--- config.mk ---
export PLATFORM = sky130hd
export DESIGN_NAME = pps_phase_meas
export DESIGN_NICKNAME = d
export VERILOG_FILES = /design/src/rtl/pps_pkg.sv /design/src/rtl/pps_edge_det.sv /design/src/rtl/pps_phase_meas.sv
export SDC_FILE = /design/constraint.sdc
export NUM_CORES = 1
export LEC_CHECK = 0
export ABC_AREA = 1
export CELL_PAD_IN_SITES_DETAIL_PLACEMENT = 0
export CELL_PAD_IN_SITES_GLOBAL_PLACEMENT = 1
export CORE_AREA = 2 2 107 109
export DETAILED_ROUTE_END_ITERATION = 6
export DIE_AREA = 0 0 109 111
export PLACE_DENSITY_LB_ADDON = 0.1
export SLEW_MARGIN = 20
export SYNTH_ARGS = -nofsm -noshare
export SYNTH_HDL_FRONTEND = slang
export SYNTH_HIERARCHICAL = 1
export SYNTH_SLANG_ARGS = --single-unit
--- constraint.sdc ---
create_clock -name i_clk -period 2.7 [get_ports i_clk]
set_clock_uncertainty 0.15 [all_clocks]
set_input_delay 0.675 -clock i_clk [delete_from_list [all_inputs] [get_ports i_clk]]
set_output_delay 0.675 -clock i_clk [all_outputs]
set_load 0.05 [all_outputs]
--- src/rtl/pps_pkg.sv ---
// Shared definitions for the PPS blocks (pps_gen, pps_phase_meas).
//   pps_state_e     : measurement FSM states
//   CLK_HZ          : system clock rate
//   DEFAULT_TIMEOUT : default edge-pairing window, one second of clocks
//   sat_inc8        : 8-bit saturating increment
package pps_pkg;

  typedef enum logic [1:0] {
    ST_IDLE,
    ST_WAIT_DUT,
    ST_WAIT_REF,
    ST_HOLD
  } pps_state_e;

  localparam int unsigned CLK_HZ          = 100000000;
  localparam int unsigned DEFAULT_TIMEOUT = CLK_HZ;

  function automatic logic [7:0] sat_inc8(input logic [7:0] v);
    return (v == 8'hFF) ? v : v + 8'd1;
  endfunction

endpackage

--- src/rtl/pps_edge_det.sv ---
// Three-flop synchronizer with rising-edge pulse.
//   i_clk   : system clock
//   i_res   : synchronous active-high reset, clears the chain
//   i_in    : asynchronous level input
//   o_pulse : one-cycle pulse when the synchronized level goes 0 -> 1
module pps_edge_det (
  input  logic i_clk,
  input  logic i_res,
  input  logic i_in,
  output logic o_pulse
);

  logic [2:0] ff_q;
  logic [2:0] ff_d;

  always_comb begin
    ff_d = {ff_q[1:0], i_in};
  end

  always_ff @(posedge i_clk) begin
    if (i_res) begin
      ff_q <= '0;
    end else begin
      ff_q <= ff_d;
    end
  end

  assign o_pulse = (ff_q[2:1] == 2'b01);

endmodule

--- src/rtl/pps_phase_meas.sv ---
// Signed phase measurement between reference PPS and locally generated PPS.
//   i_clk, i_res      : 100 MHz clock, synchronous active-high reset
//   i_pps_ref         : reference PPS (asynchronous)
//   i_pps_dut         : generated PPS
//   o_valid / i_ready : result handshake
//   o_phase           : signed t_dut - t_ref in clocks (positive: DUT lags)
//   o_timeout         : result is a timeout rather than a measurement
//   o_busy            : a measurement window is open
//   o_drop_cnt        : saturating count of edges ignored while a result is
//                       held; present only when PPS_PHASE_MEAS_DROP_CNT_EN
//                       is defined
module pps_phase_meas
  import pps_pkg::*;
#(
  parameter int unsigned CNT_W   = 28,
  parameter int unsigned TIMEOUT = DEFAULT_TIMEOUT
) (
  input  logic             i_clk,
  input  logic             i_res,
  input  logic             i_pps_ref,
  input  logic             i_pps_dut,
  output logic             o_valid,
  input  logic             i_ready,
  output logic [CNT_W-1:0] o_phase,
  output logic             o_timeout,
  output logic             o_busy
`ifdef PPS_PHASE_MEAS_DROP_CNT_EN
  ,
  output logic [7:0]       o_drop_cnt
`endif
);

  localparam logic [CNT_W-2:0] TIMEOUT_CNT = (CNT_W-1)'(TIMEOUT);
  localparam logic [CNT_W-2:0] CNT_ONE     = (CNT_W-1)'(1);
  localparam logic [CNT_W-1:0] PHASE_TO_POS = {1'b0, TIMEOUT_CNT};
  localparam logic [CNT_W-1:0] PHASE_TO_NEG = -PHASE_TO_POS;

  logic ref_pulse;
  logic dut_pulse;

  pps_edge_det u_edge_ref (
    .i_clk   (i_clk),
    .i_res   (i_res),
    .i_in    (i_pps_ref),
    .o_pulse (ref_pulse)
  );

  pps_edge_det u_edge_dut (
    .i_clk   (i_clk),
    .i_res   (i_res),
    .i_in    (i_pps_dut),
    .o_pulse (dut_pulse)
  );

  pps_state_e       state_q, state_d;
  logic [CNT_W-2:0] cnt_q,   cnt_d;
  logic [CNT_W-1:0] phase_q, phase_d;
  logic             timeout_q, timeout_d;

  always_comb begin
    state_d   = state_q;
    cnt_d     = cnt_q;
    phase_d   = phase_q;
    timeout_d = timeout_q;

    unique case (state_q)
      ST_IDLE: begin
        if (ref_pulse && dut_pulse) begin
          state_d   = ST_HOLD;
          phase_d   = '0;
          timeout_d = 1'b0;
        end else if (ref_pulse) begin
          state_d = ST_WAIT_DUT;
          cnt_d   = CNT_ONE;
        end else if (dut_pulse) begin
          state_d = ST_WAIT_REF;
          cnt_d   = CNT_ONE;
        end
      end

      // Partner edge takes priority over both restart and timeout, so an
      // edge landing exactly at cnt == TIMEOUT is still a measurement.
      ST_WAIT_DUT: begin
        if (dut_pulse) begin
          state_d   = ST_HOLD;
          phase_d   = {1'b0, cnt_q};
          timeout_d = 1'b0;
        end else if (ref_pulse) begin
          cnt_d = CNT_ONE;
        end else if (cnt_q == TIMEOUT_CNT) begin
          state_d   = ST_HOLD;
          phase_d   = PHASE_TO_POS;
          timeout_d = 1'b1;
        end else begin
          cnt_d = cnt_q + CNT_ONE;
        end
      end

      ST_WAIT_REF: begin
        if (ref_pulse) begin
          state_d   = ST_HOLD;
          phase_d   = -{1'b0, cnt_q};
          timeout_d = 1'b0;
        end else if (dut_pulse) begin
          cnt_d = CNT_ONE;
        end else if (cnt_q == TIMEOUT_CNT) begin
          state_d   = ST_HOLD;
          phase_d   = PHASE_TO_NEG;
          timeout_d = 1'b1;
        end else begin
          cnt_d = cnt_q + CNT_ONE;
        end
      end

      ST_HOLD: begin
        if (i_ready) begin
          state_d = ST_IDLE;
        end
      end

      default: begin
        state_d = ST_IDLE;
      end
    endcase
  end

  always_ff @(posedge i_clk) begin
    if (i_res) begin
      state_q   <= ST_IDLE;
      cnt_q     <= '0;
      phase_q   <= '0;
      timeout_q <= 1'b0;
    end else begin
      state_q   <= state_d;
      cnt_q     <= cnt_d;
      phase_q   <= phase_d;
      timeout_q <= timeout_d;
    end
  end

  assign o_valid   = (state_q == ST_HOLD);
  assign o_phase   = phase_q;
  assign o_timeout = timeout_q;
  assign o_busy    = (state_q == ST_WAIT_DUT) || (state_q == ST_WAIT_REF);

`ifdef PPS_PHASE_MEAS_DROP_CNT_EN
  logic [7:0] drop_q, drop_d;

  // Two increments so a simultaneous pair in HOLD counts as two drops.
  always_comb begin
    drop_d = drop_q;
    if (state_q == ST_HOLD) begin
      if (ref_pulse) drop_d = sat_inc8(drop_d);
      if (dut_pulse) drop_d = sat_inc8(drop_d);
    end
  end

  always_ff @(posedge i_clk) begin
    if (i_res) begin
      drop_q <= '0;
    end else begin
      drop_q <= drop_d;
    end
  end

  assign o_drop_cnt = drop_q;
`endif

endmodule

# --- Word-level counts from Yosys, hierarchy flattened ---
# Cells that the tools add are included.
word_totals:
  reg_bits: 64
  elab_cells: 67
  output_inout_bits: 31
  inputBits: 5
op_classes:
  n_eq_ne: 17
  n_addsub: 2
  mux: 34
  n_reduce_logical: 8
op_table:
  columns: ["cell", "n"]
  rows:
  - ["two-way mux 27 bit", 8]
  - ["two-way mux 28 bit", 7]
  - ["case mux 28 bit (3 select lines)", 1]
  - ["case mux 27 bit (3 select lines)", 1]
  - ["negation 27 -> 28 bit", 1]
  - ["adder 27 x 1 -> 27 bit (second input constant)", 1]
  - ["equality test 27 bit (second input constant)", 1]
  - ["two-way mux 2 bit", 9]
  - ["!= test 3 bit (second input constant)", 5]
  - ["!= test 2 bit (second input constant)", 4]
  - ["case mux 2 bit (4 select lines)", 1]
  - ["AND reduction 4 bit", 2]
  - ["equality test 2 x 1 -> 1 bit (second input constant)", 3]
  - ["two-way mux 1 bit", 6]
  - ["AND reduction 6 bit", 1]
  - ["AND reduction 5 bit", 1]
  - ["equality test 2 bit (second input constant)", 2]
  - ["!= test 4 bit (second input constant)", 1]
  - ["case mux 1 bit (3 select lines)", 1]
  - ["nonzero test 3 bit", 1]
  - ["logical NOT 2 bit", 1]
  - ["!= test 2 x 1 -> 1 bit (second input constant)", 1]
  - ["logical AND 1 bit", 1]
  - ["logical OR 1 bit", 1]

# --- Logic depth before layout (Yosys ltp) ---
# Gate-level depths: netlist of run 1.
logic_depth:
  depth_word: 5
  ltp_mapped: 15
  mapped_depth_nobuf: 13

# --- Cells and area by module ---
# The synthesis of run 1 kept the hierarchy.
by_module_without_submodules:
  columns: ["module", "area_per_inst_um2", "n_inst", "cells_each", "seq_area_each_um2"]
  rows:
  - ["pps_phase_meas", 4131.5, 1, 706, 1161.1]
  - ["pps_edge_det", 86.3, 2, 10, 60.1]

# --- Least setup slack after synthesis of run 1 ---
# OpenSTA, ideal clock, no wires.
synth_path:
  path_type: "register to register"
  startpoint: "reg state_q[1]"
  endpoint: "reg cnt_q[19]"
  n_path_buf: 2
  period_less_slack_ns: 2.537
  slack_ns: 0.163
  required_ns: 2.434
  stages_incl_launch_ff: 13
  t_arrival_ns: 2.272
  cell_sequence: "dfxtp_1 > inv_1 > ha_1 > buf_4 > inv_1 > o21ai_1 > nand3_2 > inv_1 > buf_4 > nand3_1 > nor2_2 > xor2_1 > nor2_1"
synth_between:
  elab_chain_cells: 3
synth_lines:
  columns: ["item", "line", "source"]
  rows:
  - ["start: declaration", "pps_phase_meas.sv:55", "pps_state_e state_q, state_d;"]
  - ["start signal: assignment", "pps_phase_meas.sv:134", "state_q <= state_d;"]
  - ["equality test 2 x 1 -> 1 bit, or another cell as far along", "pps_phase_meas.sv:66", "unique case (state_q)"]
  - ["!= test 2 bit (no source line), or another cell as far along", null, null]
  - ["AND reduction 5 bit (no source line)", null, null]
  - ["end signal: assignment", "pps_phase_meas.sv:135", "cnt_q <= cnt_d;"]
  - ["end: declaration", "pps_phase_meas.sv:56", "logic [CNT_W-2:0] cnt_q, cnt_d;"]
# Parallel ways exist; a longest one is shown, timed or not.
# A chain may end at the register's enable or synchronous reset.

# --- Final worst setup path of run 1 ---
layout_path:
  startpoint: "reg state_q[1]"
  endpoint: "out o_valid"
layout_between:
  elab_chain_cells: 1
layout_lines:
  columns: ["item", "line", "source"]
  rows:
  - ["equality test 2 bit", "pps_phase_meas.sv:141", "assign o_valid = (state_q == ST_HOLD);"]
  - ["end: declaration", "pps_phase_meas.sv:22", "output logic o_valid,"]
# No other way between the ends.

==> results.ini, run 1 <==
[floorplanning]
core_region_area_sq_mm=0.0111
rows=39
die-area_sq_mm=0.0121
start_util_pct=38.9
die_w_microns=109
die_h_microns=111
ioPinCount=36

[layout]
drive_gt1_share_pct=7.44
insertedDiodeCount=0
syn_to_final_growth_pct=19.0
multiInputGateArea_sq_mm=0.00254
final_nets=774
num-fill-cells=1198
seq_area_sq_mm=0.00128

[routing]
drc_errors=0
first_pass_iters=5
vias=4643
via_per_inst=5.11
ant_nets=0
drtIter0Drc=403
wl_per_cell_microns=15.5
wl_microns=14100

[global_route]
met3_usage_pct=5.94
grt_use_met2_pct=34.0
grt_util_all_layers_pct=24.7
use_met1_pct=35.5
antenna_found_initial=0
grt_start_max_net_pins=39
gr-total-overflow=0
grt.busiest_layer=met1
grt_pass1_vias=4326
grt_pass1_wl_microns=22900

[power]
p_leak_nw=2.19
power.density_mw_per_mm2=847
ir_drop_mv=0.430

[synth]
ys_seq_elements=64
netlist_instances=726
seq_area_frac_synth_pct=29.8
synth_nets=738
synth_compound_gate_area_share_pct=12.4
netlist_top_cells_area=dfxtp_1, nand2_1, nor2_1
synth_top_family_by_area=simple AND/OR/NAND/NOR gates
synth_area_sq_mm=0.00430
synth_top_area_cell=dfxtp_1
yosysWarningCount=6
synth_xor_area_share_pct=1.02
muxShareOfSynthArea_pct=0
synthAdderAreaFrac_pct=2.03
syn_avg_cell_area_sq_um=5.93
ys_types=31
synth_top_area_share_pct=29.8
synth-simple-area-share_pct=43.7

[place]
dpl.hpwl_microns=10900
gp_congestion=0.912
io_buffers=35

[critical_path]
worstSetupEndpointType=output pin
slowest_stage=clkdlybuf4s50_1
cp.required_ps=1880
crit_chain=ha_1 > clkdlybuf4s50_1
path_max_fanout=4
reg2reg_slack_ps=260
critPathLaunchType=register
max_stage_delay_ps=800
worstPathArrival_ps=1730
path_class=register to output pin

[sta]
rsz0062_at_grt=no
max-slew-margin-rel_pct=63.7
setup_violations=0
timing.final.crit_period_ps=2550
setup_tns_ps=0
finalCritPeriodShare_pct=94.5
hold_violations=0
holdWs_ps=251
max_clock_freq_mhz=392
tightest_slew_ps=542
slew_violations=0

[worst_hold_path]
worstHoldPathType=register to register

[clock_tree]
clkTransAtPathRegs_ps=60
cts_resized=0
insertion_delay_ps=350
ctsHoldBuffers=0
post-cts-setup-buffers=0
cts_tree=built
cts_made_buffers=9
root_buffer=clkbuf_16
clock_sinks=64
ctsHtreeMaxLevel=3
clockBufferDepth=2

[status]
status=complete, no violations

[flow_run]
cap_violations=0

[per-stage QoR]
| stage | util, % | worst slack, ps | area [sq um] | total power [mW] | std cells |
|---|---|---|---|---|---|
| CTS | 46.2 | 143 | 5120 | 4.36 | 909 |
| floorplan | - | 163 | 4300 | 2.63 | 726 |
| global route | 46.2 | 29.3 | 5120 | 4.65 | 909 |
| detailed placement | 43.5 | 246 | 4820 | 3.18 | 894 |
| finish | 46.2 | 148 | 5120 | 4.34 | 909 |
| global placement | 43.5 | 354 | 4820 | 3.17 | 894 |
[cell type report]
| type | count | share of cell area (%) |
|---|---|---|
| clock inverters | 5 | 1.12 |
| flip-flops and latches | 64 | 25.0 |
| multi-input cells | 553 | 49.7 |
| clock buffers | 10 | 4.67 |
| inverters | 76 | 5.57 |
| repair buffers | 58 | 10.4 |
| well taps | 143 | 3.49 |
[layer usage]
layer / share of wire (%) / wire, microns
met5: 0 / 0
met4: 2.7 / 386
met3: 6.6 / 926
met2: 42 / 5900
met1: 49 / 6880
[cell usage after synthesis, drive strengths merged]
master and n:
a211oi 1, a21oi 52, a22oi 1, a31oi 1, buf 22, clkbuf 11
dfxtp 64, ha 7, inv 76, nand2 220, nand3 61, nand3b 1
nand4 21, nor2 121, nor3 11, nor4 3, o211ai 2, o21ai 42
o22ai 4, xor2 5
[registers in the layout, indices dropped and copies added, names as in the netlist]
signal and count:
o_timeout 1, cnt_q 27, state_q 2, u_edge_ref/ff_q 3, u_edge_dut/ff_q 3, o_phase 28
[layout by cell type (no fill, tap or decap), types with 9 or more instances in the layout]
cell type,count
a21oi_1,52
buf_4,23
clkbuf_16,9
clkdlybuf4s50_1,34
dfxtp_1,64
inv_1,74
nand2_1,214
nand3_1,59
nand4_1,21
nor2_1,113
nor3_1,11
o21ai_0,40
[path summary, 6_finish.rpt]
check	cells past startpoint	endpoint	from
hold / removal	2	u_edge_dut/ff_q[1]	u_edge_dut/ff_q[0]
hold reg to reg	2	u_edge_dut/ff_q[1]	u_edge_dut/ff_q[0]
setup / recovery	2	o_valid	state_q[1]
setup reg to reg	11	cnt_q[21]	state_q[1]
[logic make-up (layout without fill, tap and decap cells)]
group | Yosys count | count (layout)
AOI/OAI and AO/OA | 103 | 103
adders and majority gates | 7 | 7
DFF | 64 | 64
and+or+nand+nor | 438 | 438
buffers and inverters | 109 | 149
xor gates and xnor gates | 5 | 5
[power breakdown]
group          switching [mW]  total (mW)  internal (mW)
registers              0.0393        1.04           1.00
logic                    1.45        2.13          0.672
clock network           0.440        1.17          0.732
total                    1.93        4.34           2.41
[critical path, delay by kind of cell (launching register included)]
family / cells / cell delay [ps]
buffers and inverters: 1 / 800
DFF: 1 / 390
adders and majority gates: 1 / 190
No activity file was read; power rests on OpenSTA's default activity.
==> run 2, diff against run 1 <==
--- a/config.mk
+++ b/config.mk
@@ -8,9 +8,9 @@
 export ABC_AREA = 1
 export CELL_PAD_IN_SITES_DETAIL_PLACEMENT = 0
 export CELL_PAD_IN_SITES_GLOBAL_PLACEMENT = 1
-export CORE_AREA = 2 2 107 109
+export CORE_AREA = 2 2 114 116
 export DETAILED_ROUTE_END_ITERATION = 6
-export DIE_AREA = 0 0 109 111
+export DIE_AREA = 0 0 116 118
 export PLACE_DENSITY_LB_ADDON = 0.1
 export SLEW_MARGIN = 20
 export SYNTH_ARGS = -nofsm -noshare
==> results.ini, run 2 (synthesized netlist as in run 1, its figures left out) <==
[status]
status=complete, no violations

[floorplanning]
die_h_microns=118  ; +6.3%
die_w_microns=116  ; +6.4%
die-area_sq_mm=0.0137  ; +13%
start_util_pct=34.7  ; -4.2 points
core_region_area_sq_mm=0.0124  ; +12%
rows=41  ; +5.1%
ioPinCount=36  ; unchanged

[routing]
wl_met3_microns=718  ; -22%
via_per_inst=4.96  ; -2.8%
wl_microns=14300  ; +1.6%
top_layer=met4
wl_met2_microns=6210  ; +5.1%
drc_errors=0  ; unchanged
first_pass_iters=5  ; unchanged
vias=4660  ; +0.37%
ant_nets=0  ; unchanged
routedLengthMet1_microns=7130  ; +3.6%
wl_per_cell_microns=15.3  ; -1.6%
drtIter0Drc=351  ; -13%

[layout]
utilization_pct=41.3  ; -4.9 points
insertedDiodeCount=0  ; unchanged
seq_area_sq_mm=0.00128  ; unchanged
drive_gt1_share_pct=7.17  ; -0.27 points
layout_common_cells=nand2_1, nor2_1, inv_1
multiInputGateArea_sq_mm=0.00254  ; unchanged
largest_reg_flops=28  ; unchanged
fin_cells=939  ; +3.3%
final_nets=776  ; +0.26%
layout_commonest_cell=nand2_1
syn_to_final_growth_pct=19.2
num-fill-cells=1416  ; +18%

[power]
p_comb_share_pct=51.1  ; +2.1 points
clockPowerShare_pct=24.2  ; -2.8 points
p_sw_mw=1.88  ; -2.7%
ir_drop_mv=0.286  ; -33%
p_leak_nw=2.19  ; about the same
p_total_mw=4.21  ; -3.0%
p_sw_share_pct=44.7  ; +0.15 points
p_seq_share_pct=24.7  ; +0.7 points
p_int_mw=2.33  ; -3.3%
power.density_mw_per_mm2=820  ; -3.2%

[critical_path]
crit_chain=ha_1 > clkdlybuf4s50_1
worstSetupEndpointType=output pin
path_class=register to output pin
max_stage_delay_ps=800  ; about the same
r2r_start=state_q[1]
cp-startpoint=state_q[1]
path_max_fanout=4  ; unchanged
worstPathArrival_ps=1700  ; -30 ps
cp.required_ps=1880  ; about the same
slowest_stage=clkdlybuf4s50_1
critPathLaunchType=register

[place]
place_inst=925  ; +3.5%
gp_congestion=0.892  ; -2.2%
pre_cts_ws_ps=373  ; +126 ps
dpl.hpwl_microns=11200  ; +3.0%
io_buffers=35  ; unchanged

[global_route]
grt_pass1_vias=4308  ; -0.42%
gr-total-overflow=0  ; unchanged
grt_util_all_layers_pct=21.8  ; -2.9 points
grt_pass1_wl_microns=23300  ; +1.5%
grt_start_max_net_pins=39  ; unchanged
antenna_found_initial=0  ; unchanged

[clock_tree]
root_buffer=clkbuf_16
insertion_delay_ps=340  ; about the same
clockBufferDepth=2  ; unchanged
cts_resized=0  ; unchanged
cts_tree=built
cts_made_buffers=9  ; unchanged
clkTransAtPathRegs_ps=50  ; about the same
clock_sinks=64  ; unchanged
post-cts-setup-buffers=0  ; unchanged
ctsHtreeMaxLevel=3  ; unchanged
ctsHoldBuffers=0  ; unchanged

[sta]
rsz0062_at_grt=no
max-slew-margin-rel_pct=66.2  ; +2.4 points
tightest_slew_ps=506  ; -36.0 ps
finalCritPeriodShare_pct=93.5  ; -1.0 points
setup_tns_ps=0  ; unchanged
setup_slack_ps=175  ; +27.6 ps
setup_violations=0  ; unchanged
hold_violations=0  ; unchanged
max_clock_freq_mhz=396  ; +1.1%
slew_violations=0  ; unchanged
timing.final.crit_period_ps=2520  ; -27.6 ps

[worst_hold_path]
hp-start=u_edge_dut/ff_q[0]
worstHoldPathType=register to register

[flow_run]
cap_violations=0  ; unchanged

==> run 2: cell types whose count changed in the layout (fill, tap and decap cells not counted) <==
| cell | change |
|---|---|
| clkbuf_1 | +3 |
| clkinvlp_4 | -3 |
| buf_4 | +2 |
| bufinv_16 | -1 |
==> run 2: routing by layer <==
layer | track usage (%) | vias up
li1 | - | 2408
met4 | 7.14 | 0
met3 | 3.55 | 19
met1 | 31.8 | 2085
met2 | 32.5 | 148
met5 | 0 | -
==> run 2: final cells by class <==
cell class / count / area share (%)
multi-input cells: 553 / 49.6
flip-flops and latches: 64 / 25.0
repair buffers: 60 / 10.7
inverters: 76 / 5.56
clock buffers: 13 / 4.88
well taps: 172 / 4.20
clock inverters: 1 / 0.0976
==> run 2: power groups by stage <==
stage	logic [mW]	registers [mW]	clock network (mW)
4_1_cts	2.14	1.04	1.05
5_1_grt	2.39	1.05	1.09
3_5_place_dp	2.14	1.06	0
2_1_floorplan	1.49	1.13	0
3_3_place_gp	2.14	1.06	0
6_report	2.15	1.04	1.02
==> run 2: worst paths after layout <==
path,depth (start not counted),end,slack (ps)
setup / recovery,2,o_valid,180
hold / removal,2,u_edge_dut/ff_q[1],250
setup reg to reg,11,cnt_q[20],350
hold reg to reg,2,u_edge_dut/ff_q[1],250
==> run 2: worst max-delay path: cells and delay by family (launching register included) <==
kind                       cells  cell delay [ps]
adders and majority gates      1              190
DFF                            1              380
buffers and inverters          1              800
==> run 2: through the flow <==
step	area [sq um]	hold slack, ps
2_1_floorplan	4300	238
6_report	5130	251
3_5_place_dp	4870	244
5_1_grt	5130	278
3_3_place_gp	4870	240
4_1_cts	5130	251
==> run 3, diff against run 2 <==
--- a/config.mk
+++ b/config.mk
@@ -6,6 +6,7 @@
 export NUM_CORES = 1
 export LEC_CHECK = 0
 export ABC_AREA = 1
+export CAP_MARGIN = 40
 export CELL_PAD_IN_SITES_DETAIL_PLACEMENT = 0
 export CELL_PAD_IN_SITES_GLOBAL_PLACEMENT = 1
 export CORE_AREA = 2 2 114 116
==> results of run 3 <==
Same layout as run 2: the final DEF is identical, and so are final timing and power.
==> edit 1: new RTL, flow settings as in run 3 <==
Put one more register stage on the output `o_timeout`, without a reset. The value now appears one clock later. The other outputs are not delayed to match.
--- a/src/rtl/pps_phase_meas.sv
+++ b/src/rtl/pps_phase_meas.sv
@@ -140,7 +140,9 @@
 
   assign o_valid   = (state_q == ST_HOLD);
   assign o_phase   = phase_q;
-  assign o_timeout = timeout_q;
+  always_ff @(posedge i_clk) begin
+    o_timeout <= timeout_q;
+  end
   assign o_busy    = (state_q == ST_WAIT_DUT) || (state_q == ST_WAIT_REF);
 
 `ifdef PPS_PHASE_MEAS_DROP_CNT_EN
Function: same outputs for any inputs over 4 cycles, from zero or initial values; that may be too few to reach the edited logic, so the function may still have changed.
==> edit 1 against run 3 <==
  * Largest cell class unchanged
  * Clock power rose by 15%
  * Sequential cell count rose by 1
  * Largest power group unchanged
  * Cell area rose by 0.90%
  * Cell count did not move
  * Setup slack improved by 0.0028 ns
  * Count of clock-buffer cells in the layout fell by 1
  * Critical path type unchanged
  * Register-to-register slack barely moved
  * Power rose by 3.9%
  * Routed wire length fell by 2.1%
  * Die area did not move
  * Area after synthesis rose by 0.47%
==> edit 1: results (changes against run 3) <==
routed wire length 14.0 mm (-2.1%); vias in the first global route 4209 (-2.3%); Crit Path Max Fanout 3 (-1); filler instances 1371 (-3.2%); P_sw 1.91 mW (+1.7%); via count 4592 (-1.5%); total track usage 21.2% (-0.62 points); worst slack, placed 0.362 ns (-0.0102 ns); hold_sp timeout_q; clock share of power 26.7% (+2.5 points); maximum VDD drop 343 µV (+20%); HPWL after detailed placement 10.9 mm (-2.9%); top post-synthesis cells by area dfxtp_1 30%, nand2_1 19%, nor2_1 9.8%; P_leak 2.22 nW (+1.0%); post-placement cell area 4880 µm² (+0.10%); WHS Path Cells 0 (-2); Iteration-0 DRC Markers 273 (-22%); status finished clean; Post-synth top cells 214 x nand2_1, 113 x nor2_1, 74 x inv_1; share of layout cells above drive strength 1 7.30% (+0.13 points); largest net degree at the start of global routing 39 (unchanged); Combinational Power Share 49.1% (-2.0 points); RePlAce Congestion 0.908 (+1.8%); Yosys top cell area share 30.1% (+0.33 points); Seq/Total Area, Yosys 30.1% (+0.33 points); first-pass GRT wire length 22.6 mm (-2.8%); CP arrival 1.70 ns (about the same); Hold EP o_timeout; NumNets Final 775 (-0.13%); post-synth net total 739 (+0.14%); PD cells 845 nW/µm² (+3.0%); Worst Tran Pin Value 0.569 ns (+0.0625 ns); CTS resizes 0 (unchanged); design area 5180 µm² (+0.90%); Reg2Reg Launch Point state_q[0]; clk slew on worst S/H paths around 0.06 ns
edit 1: cell count changes in the layout (fill, tap and decap cells not counted), sizes merged:
cell	before	now
buf	26	24
clkbuf	13	12
bufinv	0	1
clkinv	1	2
dfxtp	64	65
edit 1: per-layer routing:
layer | GRT usage [%] | up-vias | part of all wire [%]
li1 | - | 2406 | -
met1 | 30.6 | 2042 | 50
met2 | 31.1 | 126 | 42
met3 | 3.81 | 18 | 5.0
met4 | 8.11 | 0 | 2.2
met5 | 0 | - | 0
edit 1: area by class of cell:
class / instances / share of cell area (%)
tap: 172 / 4.16
sequential: 65 / 25.1
inverter: 76 / 5.51
timing repair buffer: 58 / 10.3
clock inverter: 3 / 0.774
clock buffer: 12 / 4.96
multi-input combinational: 553 / 49.2
edit 1: stage by stage:
stage	std cells	hold WS, ns
3_3_place_gp	924	0.184
3_5_place_dp	924	0.194
2_1_floorplan	727	0.176
6_report	939	0.200
4_1_cts	939	0.202
5_1_grt	939	0.203
edit 1: how the worst max path moves through the flow:
stage,from,end,slack [ns],cells past startpoint
2_1_floorplan,state_q[1],cnt_q[19],0.16,12
5_1_grt,state_q[0],cnt_q[12],0.08,10
6_report,state_q[0],o_valid,0.18,2
4_1_cts,state_q[1],o_valid,0.16,2
3_5_place_dp,state_q[0],cnt_q[20],0.36,12
3_3_place_gp,state_q[1],cnt_q[20],0.43,12
edit 1: worst max-delay path, stage by stage (launching register included):
cell             delay, ns
dfxtp_1               0.37
ha_1                  0.18
clkdlybuf4s50_1       0.80
edit 1: kinds of logic after synthesis:
family,Yosys count,synth area share (%)
AND/OR/NAND/NOR,438,43.5
buffers and inverters,109,11.1
AO/OA/AOI/OAI,103,12.3
flip-flops,65,30.1
adder cells (fa/ha/maj),7,2.03
XOR/XNOR,5,1.01
==> edit 2: new RTL, config.mk and constraints of run 3 <==
Without the edit above. The parameter `CNT_W` goes from 28 to 36.
--- a/src/rtl/pps_phase_meas.sv
+++ b/src/rtl/pps_phase_meas.sv
@@ -12,7 +12,7 @@
 module pps_phase_meas
   import pps_pkg::*;
 #(
-  parameter int unsigned CNT_W   = 28,
+  parameter int unsigned CNT_W   = 36,
   parameter int unsigned TIMEOUT = DEFAULT_TIMEOUT
 ) (
   input  logic             i_clk,
Ports: changed (resized o_phase); port bits go from 36 to 44. The function was not compared with the original's and may differ.
==> edit 2 against run 3 <==
  * Maximum frequency decreased by 0.85%
  * Synthesized cell count increased by 30%
  * Critical path depth unchanged
  * Cell area increased by 27%
  * Sequential cell count increased by 16
  * Setup slack got worse by 0.022 ns
  * Non-clock buffer count increased by 17
  * Routed wire length increased by 38%
  * Largest power group unchanged
  * Area after synthesis increased by 27%
  * Power increased by 35%
  * Register-to-register slack got worse by 0.12 ns
  * Critical path type unchanged
==> edit 2: results (changes against run 3) <==
status finished clean; setup ws final 0.153 ns (-0.0218 ns); HPWL after detailed placement 15.5 mm (+38%); met2 global-route usage 47.1% (+15 points); reg-to-reg slack, setup 0.23 ns (-0.12 ns); sequential power 1.31 mW (+26%); IO buf count 43 (+23%); Worst Setup SP state_q[1]; internal power 2.92 mW (+25%); Yosys cell types 41 (+32%); RePlAce Congestion 0.945 (+6.0%); post-synth net total 954 (+29%); Syn Inst Count 942 (+30%); maximum VDD drop 383 µV (+34%); via count 6278 (+35%); worst slack, placed -0.107 ns (-0.479 ns); reg2reg end cnt_q[7]; routed wire length 19.8 mm (+38%); Worst Tran Pin Value 0.507 ns (+0.00129 ns); Power, Total 5.67 mW (+35%); top post-synthesis cells by area dfxtp_1 29%, nand2_1 18%, nor2_1 12%; CP arrival 1.72 ns (+0.02 ns); post-placement cell area 6180 µm² (+27%); Metal-1 WL 8.83 mm (+24%); first-pass GRT wire length 31.7 mm (+36%); GR Util met3 3.81% (+0.26 points); Post-synth top cells 265 x nand2_1, 171 x nor2_1, 86 x inv_1; total track usage 30.2% (+8.3 points); routed wl met3 981 µm (+37%); share of layout cells above drive strength 1 9.22% (+2.0 points); largest net degree at the start of global routing 46 (+18%); Worst-Skew Late Latency 0.36 ns (+0.02 ns); fin util 52.6% (+11 points); met2 routed WL 8.97 mm (+44%); M1 GR Usage 39.8% (+7.9 points); Iteration-0 DRC Markers 495 (+41%)
edit 2: cell count changes in the layout (fill, tap and decap cells not counted), moves of 10 or more:
cell / delta
inv_1: +12
nand2_1: +51
nor2_1: +57
nand3_1: +17
nor3_1: +13
a21oi_1: +10
dfxtp_1: +16
edit 2: cell type report:
cell class,instances,share of cell area (%)
timing repair buffer,77,10.8
multi-input combinational,726,50.7
clock inverter,5,0.958
tap,172,3.30
inverter,99,5.77
clock buffer,11,3.87
sequential,80,24.5
edit 2: tightest hold or removal path, cell delays in order (launching register included):
cell,delay [ns]
dfxtp_1,0.30
inv_1,0.04
nor2_1,0.03
edit 2: worst min-delay path by stage:
stage                       startpoint            endpoint  slack (ns)  depth (start not counted)
global placement    u_edge_dut/ff_q[0]  u_edge_dut/ff_q[1]        0.24                          2
floorplan           u_edge_dut/ff_q[0]  u_edge_dut/ff_q[1]        0.24                          2
finish              u_edge_dut/ff_q[0]  u_edge_dut/ff_q[1]        0.26                          2
CTS                 u_edge_dut/ff_q[0]  u_edge_dut/ff_q[1]        0.26                          2
global route        u_edge_dut/ff_q[0]  u_edge_dut/ff_q[1]        0.28                          2
detailed placement  u_edge_dut/ff_q[0]  u_edge_dut/ff_q[1]        0.25                          2
edit 2: repair_timing:
| item | in CTS | in global routing |
|---|---|---|
| gates cloned | 0 | 1 |
| hold buffers | 0 | 0 |
| pin swaps | 0 | 1 |
| gates resized for setup | 1 | 7 |
| endpoints found under the setup margin | 20 | 40 |
edit 2: cells by family after synthesis:
kind of cell | after synthesis | synth area share (%)
DFF | 80 | 29.2
xor gates and xnor gates | 3 | 0.479
buffers and inverters | 137 | 10.8
AOI/OAI and AO/OA | 128 | 12.4
and+or+nand+nor | 587 | 45.4
adders and majority gates | 7 | 1.60
